**src/rtl/lfsr_prbs_gen.sv**
```systemverilog
`default_nettype none
// ============================================================================
//  Module   : lfsr_prbs_gen
//  Purpose  : Parametrised Fibonacci/Galois LFSR PRBS source with a
//             valid/ready stream, start/stop control and wrap detection.
//  Revision : 1.0 - initial release
// ============================================================================
module lfsr_prbs_gen #(
  parameter int               WIDTH        = 8,
  parameter logic [WIDTH-1:0] TAPS         = 8'hB8,
  parameter bit               GALOIS       = 1'b0,
  parameter int               STEP         = 1,
  parameter logic [WIDTH-1:0] SEED_DEFAULT = '1,
  parameter int               CNT_W        = 32
) (
  input  logic             clk,
  input  logic             rst,
  input  logic [WIDTH-1:0] seed,
  input  logic             load,
  input  logic             start,
  input  logic             stop,
  output logic [WIDTH-1:0] out,
  output logic             prbs_bit,
  output logic             out_valid,
  input  logic             out_ready,
  output logic             wrap,
  output logic             seed_err,
  output logic [CNT_W-1:0] adv_cnt
);

  localparam logic [CNT_W-1:0] C_CNT_ONE = {{(CNT_W-1){1'b0}}, 1'b1};

  typedef enum logic [0:0] {
    S_IDLE = 1'b0,
    S_RUN  = 1'b1
  } state_t;

  state_t           r_fsm;
  state_t           w_fsm_nxt;
  logic [WIDTH-1:0] r_state;
  logic [WIDTH-1:0] r_start;
  logic             r_wrap;
  logic             r_seed_err;
  logic [CNT_W-1:0] r_cnt;

  logic [WIDTH-1:0] w_adv;
  logic [WIDTH-1:0] w_load_val;
  logic             w_accept;
  logic             w_advance;

  function automatic logic [WIDTH-1:0] lfsr_step(input logic [WIDTH-1:0] s);
    if (GALOIS)
      return (s >> 1) ^ (s[0] ? TAPS : '0);
    else
      return {s[WIDTH-2:0], ^(s & TAPS)};
  endfunction

  // STEP single advances chained combinationally so one beat moves STEP states.
  always_comb begin
    w_adv = r_state;
    for (int k = 0; k < STEP; k++) begin
      w_adv = lfsr_step(w_adv);
    end
  end

  assign w_load_val = (seed != '0) ? seed : SEED_DEFAULT;
  assign w_accept   = out_valid & out_ready;
  assign w_advance  = w_accept & ~load;

  always_comb begin
    w_fsm_nxt = r_fsm;
    case (r_fsm)
      S_IDLE:  if (start && !stop) w_fsm_nxt = S_RUN;
      S_RUN:   if (stop)           w_fsm_nxt = S_IDLE;
      default:                     w_fsm_nxt = S_IDLE;
    endcase
  end

  always_ff @(posedge clk or posedge rst) begin
    if (rst) begin
      r_fsm <= S_IDLE;
    end else begin
      r_fsm <= w_fsm_nxt;
    end
  end

  // Load overrides a coincident accepted beat; the counter still clears.
  always_ff @(posedge clk or posedge rst) begin
    if (rst) begin
      r_state    <= SEED_DEFAULT;
      r_start    <= SEED_DEFAULT;
      r_wrap     <= 1'b0;
      r_seed_err <= 1'b0;
      r_cnt      <= '0;
    end else begin
      r_wrap     <= 1'b0;
      r_seed_err <= 1'b0;
      if (load) begin
        r_state    <= w_load_val;
        r_start    <= w_load_val;
        r_seed_err <= (seed == '0);
        r_cnt      <= '0;
      end else if (w_advance) begin
        r_state <= w_adv;
        r_wrap  <= (w_adv == r_start);
        if (r_cnt != '1) begin
          r_cnt <= r_cnt + C_CNT_ONE;
        end
      end
    end
  end

  assign out       = r_state;
  assign prbs_bit  = r_state[WIDTH-1];
  assign out_valid = (r_fsm == S_RUN);
  assign wrap      = r_wrap;
  assign seed_err  = r_seed_err;
  assign adv_cnt   = r_cnt;

endmodule
`default_nettype wire

```
**config.mk**
```make
export PLATFORM = sky130hd
export DESIGN_NAME = lfsr_prbs_gen
export DESIGN_NICKNAME = d
export VERILOG_FILES = /design/src/rtl/lfsr_prbs_gen.sv
export SDC_FILE = /design/constraint.sdc
export NUM_CORES = 1
export LEC_CHECK = 0
export ABC_AREA = 1
export CORE_MARGIN = 5
export CORE_UTILIZATION = 40
export CTS_BUF_LIST = sky130_fd_sc_hd__clkbuf_4 sky130_fd_sc_hd__clkbuf_8
export CTS_CLUSTER_SIZE = 20
export DETAILED_ROUTE_END_ITERATION = 7
export GPL_TIMING_DRIVEN = 0
export PLACE_DENSITY_LB_ADDON = 0.05
export SLEW_MARGIN = 20
export SYNTH_ARGS = -nofsm -noshare
export SYNTH_HDL_FRONTEND = slang
export SYNTH_SLANG_ARGS = --single-unit
```
**constraint.sdc**
```tcl
create_clock -name clk -period 2.5 [get_ports clk]
set_clock_uncertainty 0.05 [all_clocks]
set_input_delay 0.5 -clock clk [delete_from_list [all_inputs] [get_ports clk]]
set_output_delay 0.5 -clock clk [all_outputs]
set_load 0.05 [all_outputs]
```
After elaboration in Yosys (flattened, before gate mapping):

Cells that the tools add are included.

* add/sub/neg operators: 1
* multiplexer cells: 12
* bitwise logic cells: 4
* equal/unequal tests: 2
* reduce and logical (&&, ||, !) cells: 8

Operators by type and width (number)
* two-way mux 32 bit: 3
* adder 32 x 1 -> 32 bit, second input constant: 1
* != test 32 bit, second input constant: 1
* two-way mux 8 bit: 3
* == test 8 bit: 1
* zero test 8 bit: 1
* nonzero test 8 bit: 1
* parity 8 bit: 1
* two-way mux 1 bit: 5
* nonzero test 2 bit: 2
* AND 1 bit: 2
* NOT 1 bit: 2
* case mux 1 bit (2 select lines): 1
* AND reduction 2 bit: 1
* logical AND 1 bit: 1
* zero test 1 bit: 1

* input bits: 14
* register bits after elaboration: 51
* logic and storage cells: 33

Depth between registers and ports, before layout:

Gate-level depths: netlist of run 1.

* word-level depth: 4
* mapped depth: 10

Worst setup path before layout of run 1:

OpenSTA, ideal clock, no wires.

* kind: register to register
* from: register r_cnt[0] (netlist: adv_cnt[0])
* to: register r_cnt[22] (netlist: adv_cnt[22])
* required time: 2323 ps
* slack: 320 ps
* data arrival time: 2003 ps
* path buffers: 1
* cell stages (with the launch flop): 10
* path through: dfrtp_1 -> ha_1 -> inv_2 -> nor2_4 -> nand2_1 -> nor2_1 -> nand2_1 -> o21ai_4 -> clkbuf_2 -> o21ai_0

* word-level cells in the longest chain between the ends: 4
* elaborated cells between the ends (all ways): 7

Ends and longest elaborated chain
* start: declaration: line 44 `logic [CNT_W-1:0] r_cnt;`
* start signal: assignment: line 107 `r_cnt <= r_cnt + C_CNT_ONE;`
* adder 32 x 1 -> 32 bit: line 107
* two-way mux 32 bit: line 106 `if (r_cnt != '1) begin`
* two-way mux 32 bit: line 103 `end else if (w_advance) begin`
* two-way mux 32 bit: line 98 `if (load) begin`

Parallel ways exist; a longest one is shown, timed or not. The select of a mux whose other input is x is not followed.
A chain may end at the register's enable or synchronous reset.

Worst setup path after layout of run 1:

* from: register r_state[7] (netlist: out[7])
* to: output out[7]

RTL lines
* start: declaration: line 40 `logic [WIDTH-1:0] r_state;`
* start signal: assignment: line 99 `r_state <= w_load_val;`
* start signal: assignment: line 104 `r_state <= w_adv;`
* end: declaration: line 22 `output logic [WIDTH-1:0] out,`

No word-level cell between the ends.

==> impl_metrics.ini, run 1 <==
[timing]
slew_violations = 0
max_freq_mhz = 429
final-setup-viol-count = 0
holdWs_ns = 0.454
max_slew.worst_pin.slew_ns = 0.609
slew_headroom_pct = 59.4
worst_slack_ns = 0.171
min_period_ns = 2.33
grt_setup_unrepaired = no
finalHoldViolations = 0
tns_ns = 0
post-route-period-util_pct = 93.1

[routing]
wire_per_inst_um = 14.1
first_pass_iters = 5
drt_wl_total_mm = 8.92
viasPerCell = 4.92
drc_errors = 0
vias = 3104
drt_iter0_markers = 235
route.antenna.remaining_nets = 0

[global_route]
grt-ovfl-total = 0
first_global_vias = 2930
antenna_found_initial = 0
grt_max_degree = 35
grt_usage_pct = 18.7
grt_pass1_wl_mm = 14.6

[clock_tree]
cts_root_buf = clkbuf_8
cts.clk_slew.worst_paths_ns = 0.10
htreeDepth = 2
cts_made_buffers = 5
clk_latency_ns = 0.31
cts_buffer_depth = 2
hold_buffers = 0
clock_sinks = 51
cts_tree = built

[floorplan]
core_sq_mm = 0.00769
die_x_um = 98.4
die_area_sq_mm = 0.00968
initial_core_util_pct = 40.7
pin_count = 58
fp.dieH_um = 98.4
rows = 32

[finish]
multiInputGateArea_sq_mm = 0.00164
mostFrequentLayoutCells = 178 x nand2_1, 75 x nor2_1, 57 x clkdlybuf4s50_1, 41 x nand3_1, 34 x dfrtp_1
mostFrequentLayoutCell = nand2_1
regArea_sq_mm = 0.00130
drive_above_1_share_pct = 7.75
nets = 543
fin_cells = 631
fill_cells = 796
antenna_cells = 0
area.growth.synth_to_final_pct = 26.4

[placement]
gp_congestion = 0.938
dp_slack_ns = -0.0441
dpl.hpwl_mm = 6.92
placedCellCount = 621
numPortBuffers = 57

[worst_setup_path]
cp_max_fo = 4
path_cells = buf_4 -> clkdlybuf4s50_1
critical_path.max_stage_delay_ns = 0.78
cp.arrival_ns = 1.78
critPathKind = reg -> out
cp.required_ns = 1.95
critical_path.startpoint_type = flop
worstSetupEndpointType = primary output
slowest_stage = clkdlybuf4s50_1

[pwr]
p_leak_nw = 1.55
p_sw_share_pct = 31.7
seqPwrFrac_pct = 52.1
clkPwrFrac_pct = 27.8
power_frac_comb_pct = 20.1
p_sw_w = 0.000562
p_int_w = 0.00121
power.density_mw_per_mm2 = 448
power.total_w = 0.00177
ir_worst_vdd_v = 0.000198

[synth]
ys_seq_area_share_pct = 41.5
syn_inst = 461
synthTopCellsByArea = dfrtp_1 28%, nand2_1 21%, dfstp_2 13%
synth_cell_types = 29
synth_fp_nets = 476
syn_area_sq_mm = 0.00313
synth_top_cell_area_share_pct = 28.0
yosys.area.top_type = dfrtp_1
yosysWarnings = 0
ys_seq_elements = 51
syn_area_per_cell_sq_um = 6.78

[worst_hold_path]
hp-class = in -> async

[flow_run]
maxCapViolations = 0

[outcome]
status = finished, final reports clean
## flip-flops by register name, indices dropped and copies added (netlist names)
register	flops
adv_cnt	32
out	8
out_valid	1
wrap	1
seed_err	1
r_start	8
## power by group through the flow
stage	Combinational, W	Clock (W)	Sequential, W
after global routing	0.000384	0.000534	0.000930
after global placement	0.000348	0	0.000938
after detailed placement	0.000354	0	0.000939
final	0.000356	0.000492	0.000923
after CTS	0.000355	0.000510	0.000924
after floorplan	0.000145	0	0.00102
## path summary, 6_finish.rpt
path / slack [ns] / start / cells past startpoint / to
max: 0.17 / out[7]$_DFFE_PP1P_ / 2 / out[7]
min: 0.45 / rst / 2 / adv_cnt[0]$_DFFE_PP0P_
max reg2reg: 0.32 / adv_cnt[0]$_DFFE_PP0P_ / 11 / adv_cnt[17]$_DFFE_PP0P_
min reg2reg: 0.46 / r_start[3]$_DFFE_PP1P_ / 2 / r_start[3]$_DFFE_PP1P_
max in group asynchronous: 1.37 / rst / 3 / out[1]$_DFFE_PP1P_
min in group clk: 0.46 / r_start[3]$_DFFE_PP1P_ / 2 / r_start[3]$_DFFE_PP1P_
## worst max-delay path, delay by kind of cell, from the launching register on
| family | cells | cell delay (ns) |
|---|---|---|
| buffers and inverters | 2 | 0.89 |
| flip-flops | 1 | 0.57 |
## synthesized netlist by cell type
library cell	count
nand3_1	41
a21oi_1	1
nand2_1	178
o21ai_0	19
o21bai_1	4
clkinv_1	1
and2_1	1
inv_1	32
nand4_1	11
ha_1	1
xnor2_1	10
nand3b_1	1
inv_2	1
dfrtp_1	35
dfstp_2	16
nor4_1	1
xor2_1	9
buf_4	5
o211ai_1	1
nor3_1	1
o21ai_4	1
o21ai_1	5
or2_2	2
clkbuf_1	5
a31oi_1	1
nor2_1	75
nor2_4	1
buf_1	1
clkbuf_2	1
## kinds of logic after synthesis
logic type / after synthesis / synth area share (%)
buf+inv: 46 / 6.16
xor+xnor: 19 / 5.32
flops: 51 / 41.5
fa+ha+maj: 1 / 0.400
simple gates: 312 / 40.7
compound gates: 32 / 5.92
## repair_timing
action                     CTS  global route
setup buffers                0             2
setup endpoints to repair    0            31
gates resized for setup      0             2
## cell type report
cell class | instances | share of cell area [%]
multi-input combinational | 364 | 41.5
sequential | 51 | 32.8
timing repair buffer | 60 | 15.3
inverter | 34 | 3.23
tap | 102 | 3.23
clock buffer | 5 | 1.74
buffer | 12 | 1.65
clock inverter | 3 | 0.475
## metal layers
metal | track usage, % | vias up | part of all wire (%)
met5 | 0 | - | 0
met4 | 5.36 | 0 | 2.0
met3 | 3.29 | 17 | 5.9
met2 | 28.4 | 112 | 45
met1 | 27.4 | 1388 | 47
li1 | - | 1587 | -
## per-stage QoR
stage               cell area [sq um]  utilization (%)
floorplan                        3130                -
global placement                 3820             49.7
detailed placement               3840             50.0
CTS                              3930             51.1
global route                     3950             51.4
finish                           3950             51.4
Power figures use the tool's default switching activity.
==> run 2, diff against run 1 <==
--- a/config.mk
+++ b/config.mk
@@ -17,3 +17,4 @@
 export SYNTH_ARGS = -nofsm -noshare
 export SYNTH_HDL_FRONTEND = slang
 export SYNTH_SLANG_ARGS = --single-unit
+export TNS_END_PERCENT = 10
==> constraint.sdc (replaced) <==
create_clock -name clk -period 3 [get_ports clk]
set_clock_uncertainty 0.05 [all_clocks]
set_input_delay 0.6 -clock clk [delete_from_list [all_inputs] [get_ports clk]]
set_output_delay 0.6 -clock clk [all_outputs]
set_load 0.05 [all_outputs]
==> impl_metrics.ini, run 2 (synthesis results as in run 1) <==
[floorplan]
fp.dieH_um = 98.4
initial_core_util_pct = 40.7
die_area_sq_mm = 0.00968
die_x_um = 98.4
pin_count = 58
rows = 32
core_sq_mm = 0.00769

[clock_tree]
postCtsSetupRepairBufs = 0
cts_made_buffers = 5
cts_buffer_depth = 2
cts_root_buf = clkbuf_8
hold_buffers = 0
cts_tree = built
cts.clk_slew.worst_paths_ns = 0.10
cts-resized-gates = 0
clk_latency_ns = 0.31
htreeDepth = 2
clock_sinks = 51

[finish]
mostFrequentLayoutCells = 178 x nand2_1, 75 x nor2_1, 57 x clkdlybuf4s50_1, 41 x nand3_1, 35 x dfrtp_1
area.growth.synth_to_final_pct = 25.8
fill_cells = 798
drive_above_1_share_pct = 7.02
final_area_sq_mm = 0.00393
antenna_cells = 0
regArea_sq_mm = 0.00130
nets = 541
utilization_pct = 51.1
multiInputGateArea_sq_mm = 0.00164
mostFrequentLayoutCell = nand2_1
fin_cells = 629
largest_reg_flops = 32

[global_route]
grt-ovfl-total = 0
grt_pass1_wl_mm = 14.6
use_met2_pct = 28.4
first_global_vias = 2933
antenna_found_initial = 0
gr-usage-met3_pct = 3.29
grtUsageMet1_pct = 27.4
grt_max_degree = 35
grt_usage_pct = 18.7
globalRoute.busiestLayer = met2

[routing]
drc_errors = 0
wire_per_inst_um = 14.2
viasPerCell = 4.91
drt_wl_total_mm = 8.91
drt_iter0_markers = 208
route.antenna.remaining_nets = 0
first_pass_iters = 5
vias = 3090

[placement]
placed_area_sq_mm = 0.00384
gp_congestion = 0.938
placedCellCount = 621
dpl.hpwl_mm = 6.92
numPortBuffers = 57

[timing]
max_freq_mhz = 412
final-setup-viol-count = 0
finalHoldViolations = 0
post-route-period-util_pct = 80.9
slew_headroom_pct = 59.5
slew_violations = 0
grt_setup_unrepaired = no
max_slew.worst_pin.slew_ns = 0.607
tns_ns = 0
min_period_ns = 2.43

[worst_setup_path]
cp_max_fo = 10
worstSetupEndpointType = flop
critical_path.startpoint_type = flop
cp.required_ns = 3.13
critPathKind = reg -> reg
cp.arrival_ns = 2.56

[flow_run]
maxCapViolations = 0

[pwr]
p_leak_nw = 1.55
seqPwrFrac_pct = 52.3
p_sw_share_pct = 31.8
power.total_w = 0.00147
p_int_w = 0.00100
clkPwrFrac_pct = 27.8
power_frac_comb_pct = 19.9
power.density_mw_per_mm2 = 374
ir_worst_vdd_v = 0.000166
p_sw_w = 0.000467

[worst_hold_path]
hp-class = reg -> reg

[outcome]
status = finished, final reports clean
## run 2: cell types whose count changed in the layout (fill, tap and decap cells not counted)
cell     delta
ha_1        +1
dfrtp_1     +1
ha_2        -1
buf_4       -2
dfrtp_2     -1
## run 2: routing by layer
metal  share of wire (%)  routed length [um]
met5                   0                   0
met4                 2.2                 194
met1                  47                4210
met3                 6.4                 570
met2                  44                3940
## run 2: through the flow
stage / setup WS [ns] / hold slack, ns
CTS: 0.559 / 0.465
global route: 0.294 / 0.474
floorplan: 0.820 / 0.429
global placement: 0.0957 / 0.443
detailed placement: 0.356 / 0.446
finish: 0.572 / 0.462
## run 2: final timing paths
check                                  startpoint                       to  slack, ns  depth (start not counted)
max                        adv_cnt[0]$_DFFE_PP0P_  adv_cnt[17]$_DFFE_PP0P_       0.57                          9
min                        r_start[3]$_DFFE_PP1P_   r_start[3]$_DFFE_PP1P_       0.46                          2
max reg2reg                adv_cnt[0]$_DFFE_PP0P_  adv_cnt[17]$_DFFE_PP0P_       0.57                          9
min reg2reg                r_start[3]$_DFFE_PP1P_   r_start[3]$_DFFE_PP1P_       0.46                          2
max in group asynchronous                     rst       out[1]$_DFFE_PP1P_       1.76                          3
min in group asynchronous                     rst   adv_cnt[0]$_DFFE_PP0P_       0.56                          2
## run 2: area by class of cell
class / instances / share of cell area, %
clock inverters: 3 / 0.477
clock buffers: 5 / 1.75
well taps: 102 / 3.25
flip-flops and latches: 51 / 33.0
plain buffers: 12 / 1.65
repair buffers: 58 / 15.0
inverters: 34 / 3.25
multi-input cells: 364 / 41.6
## run 2: power by group through the flow
stage	registers [W]	clock network, W	logic (W)
3_3_place_gp	0.000781	0	0.000290
3_5_place_dp	0.000782	0	0.000295
6_report	0.000769	0.000410	0.000293
4_1_cts	0.000770	0.000425	0.000296
2_1_floorplan	0.000847	0	0.000120
5_1_grt	0.000775	0.000445	0.000317
## run 2: critical path, stage by stage, from the launching register on
cell and delay, ns:
dfrtp_1 0.50, ha_1 0.35, inv_2 0.09, nor2_4 0.19
nand2_1 0.07, nor2_1 0.17, nand2_1 0.12, o21ai_4 0.33
clkbuf_2 0.30, o21ai_0 0.13
==> run 3, diff against run 2 <==
==> constraint.sdc (replaced) <==
create_clock -name clk -period 2.2 [get_ports clk]
set_clock_uncertainty 0.05 [all_clocks]
set_input_delay 0.44 -clock clk [delete_from_list [all_inputs] [get_ports clk]]
set_output_delay 0.44 -clock clk [all_outputs]
set_load 0.05 [all_outputs]
==> impl_metrics.ini, run 3 (synthesis results as in run 1) <==
[finish]
nets = 544
largest_reg_flops = 32
fill_cells = 795
area.growth.synth_to_final_pct = 28.1
mostFrequentLayoutCells = 177 x nand2_1, 72 x nor2_1, 48 x clkdlybuf4s50_1, 41 x nand3_1, 33 x dfrtp_1
mostFrequentLayoutCell = nand2_1
antenna_cells = 0
utilization_pct = 52.1
drive_above_1_share_pct = 8.87

[global_route]
grt-ovfl-total = 0
grt_pass1_wl_mm = 14.7
first_global_vias = 2945
antenna_found_initial = 0
grt_max_degree = 35
grt_usage_pct = 18.8

[timing]
slew_violations = 0
finalHoldViolations = 0
max_freq_mhz = 463
min_period_ns = 2.16
max_slew.worst_pin.slew_ns = 0.613
slew_headroom_pct = 59.1
tns_ns = 0
final-setup-viol-count = 0
grt_setup_unrepaired = no
post-route-period-util_pct = 98.1

[worst_setup_path]
path_cells = clkdlybuf4s50_1
critPathKind = reg -> out
reg2reg_slack_ns = 0.20
cp.arrival_ns = 1.67
cp_num_cells = 1
critical_path.max_stage_delay_ns = 0.86
path_buf_inv = 1
cp_max_fo = 6
worstSetupEndpointType = primary output
slowest_stage = clkdlybuf4s50_1
worst-r2r-cell-count = 11
critical_path.startpoint_type = flop
critPathTopFamily = buffers and inverters
cp.required_ns = 1.71

[pwr]
ir_worst_vdd_v = 0.000225
p_int_w = 0.00138
p_sw_w = 0.000644
power.total_w = 0.00202
clkPwrFrac_pct = 27.6
p_leak_nw = 1.60
p_sw_share_pct = 31.8
seqPwrFrac_pct = 51.9
power.density_mw_per_mm2 = 505
power_frac_comb_pct = 20.4

[routing]
vias = 3110
route.antenna.remaining_nets = 0
wire_per_inst_um = 14.2
drc_errors = 0
drt_iter0_markers = 211
first_pass_iters = 7
viasPerCell = 4.92
drt_wl_total_mm = 8.97

[floorplan]
initial_core_util_pct = 40.7
die_x_um = 98.4
fp.dieH_um = 98.4
core_sq_mm = 0.00769
rows = 32
die_area_sq_mm = 0.00968
pin_count = 58

[placement]
numPortBuffers = 57
gp_congestion = 0.938
dpl.hpwl_mm = 6.92

[clock_tree]
cts_root_buf = clkbuf_8
cts_buffer_depth = 2
hold_buffers = 0
cts.clk_slew.worst_paths_ns = 0.10
htreeDepth = 2
cts_made_buffers = 5
clk_latency_ns = 0.31
cts_tree = built
clock_sinks = 51

[worst_hold_path]
hp-class = in -> async

[outcome]
status = finished, final reports clean

[flow_run]
maxCapViolations = 0
run 3: cell count changes in the layout (fill, tap and decap cells not counted), moves of 2 or more:
cell / delta
clkdlybuf4s50_1: -9
dlygate4sd2_1: +7
nor2_1: -3
nor2_2: +3
buf_12: +2
dfrtp_1: -2
dfrtp_2: +2
dlymetal6s2s_1: +2
run 3: metrics by stage:
| stage | cell area (sq um) | instances | hold slack (ns) | setup slack, ns |
|---|---|---|---|---|
| finish | 4000 | 632 | 0.393 | 0.0423 |
| global route | 4000 | 632 | 0.436 | 0.00545 |
| CTS | 3970 | 632 | 0.406 | 0.00374 |
| detailed placement | 3840 | 621 | 0.446 | -0.284 |
| global placement | 3820 | 620 | 0.443 | -0.544 |
| floorplan | 3130 | 461 | 0.429 | 0.0198 |
run 3: path summary, 6_finish.rpt:
kind                                           end               startpoint
max in group asynchronous       out[1]$_DFFE_PP1P_                      rst
setup / recovery                       adv_cnt[16]  adv_cnt[16]$_DFFE_PP0P_
setup reg to reg           adv_cnt[25]$_DFFE_PP0P_   adv_cnt[0]$_DFFE_PP0P_
hold reg to reg             r_start[7]$_DFFE_PP1P_   r_start[7]$_DFFE_PP1P_
hold / removal              adv_cnt[0]$_DFFE_PP0P_                      rst
min in group clk            r_start[7]$_DFFE_PP1P_   r_start[7]$_DFFE_PP1P_
run 3: final cells by class:
class	count	area (sq um)	area share, %
Buffer	12	67.6	1.69
Clock buffer	5	68.8	1.72
Clock inverter	3	18.8	0.469
Inverter	34	128	3.19
Multi-Input combinational cell	364	1660	41.5
Sequential cell	51	1300	32.4
Tap cell	102	128	3.19
Timing Repair Buffer	61	634	15.8
run 3: metal layers:
metal,vias to the layer above,wire [um],GRT usage [%]
met5,-,0,0
met3,13,602,3.29
li1,1590,-,-
met2,111,4040,28.4
met1,1396,4170,27.6
met4,0,157,5.46
run 3: repair_timing:
action,4_1_cts,5_1_grt
gates cloned,0,0
setup buffers,3,0
gates resized for setup,9,10
endpoints found under the setup margin,38,33
pin swaps,1,1
run 3: power by group through the flow:
stage | Combinational, W | Clock, W | Sequential (W)
final | 0.000413 | 0.000559 | 0.00105
after global placement | 0.000396 | 0 | 0.00107
after global routing | 0.000447 | 0.000606 | 0.00106
after CTS | 0.000413 | 0.000579 | 0.00105
after detailed placement | 0.000403 | 0 | 0.00107
after floorplan | 0.000164 | 0 | 0.00115
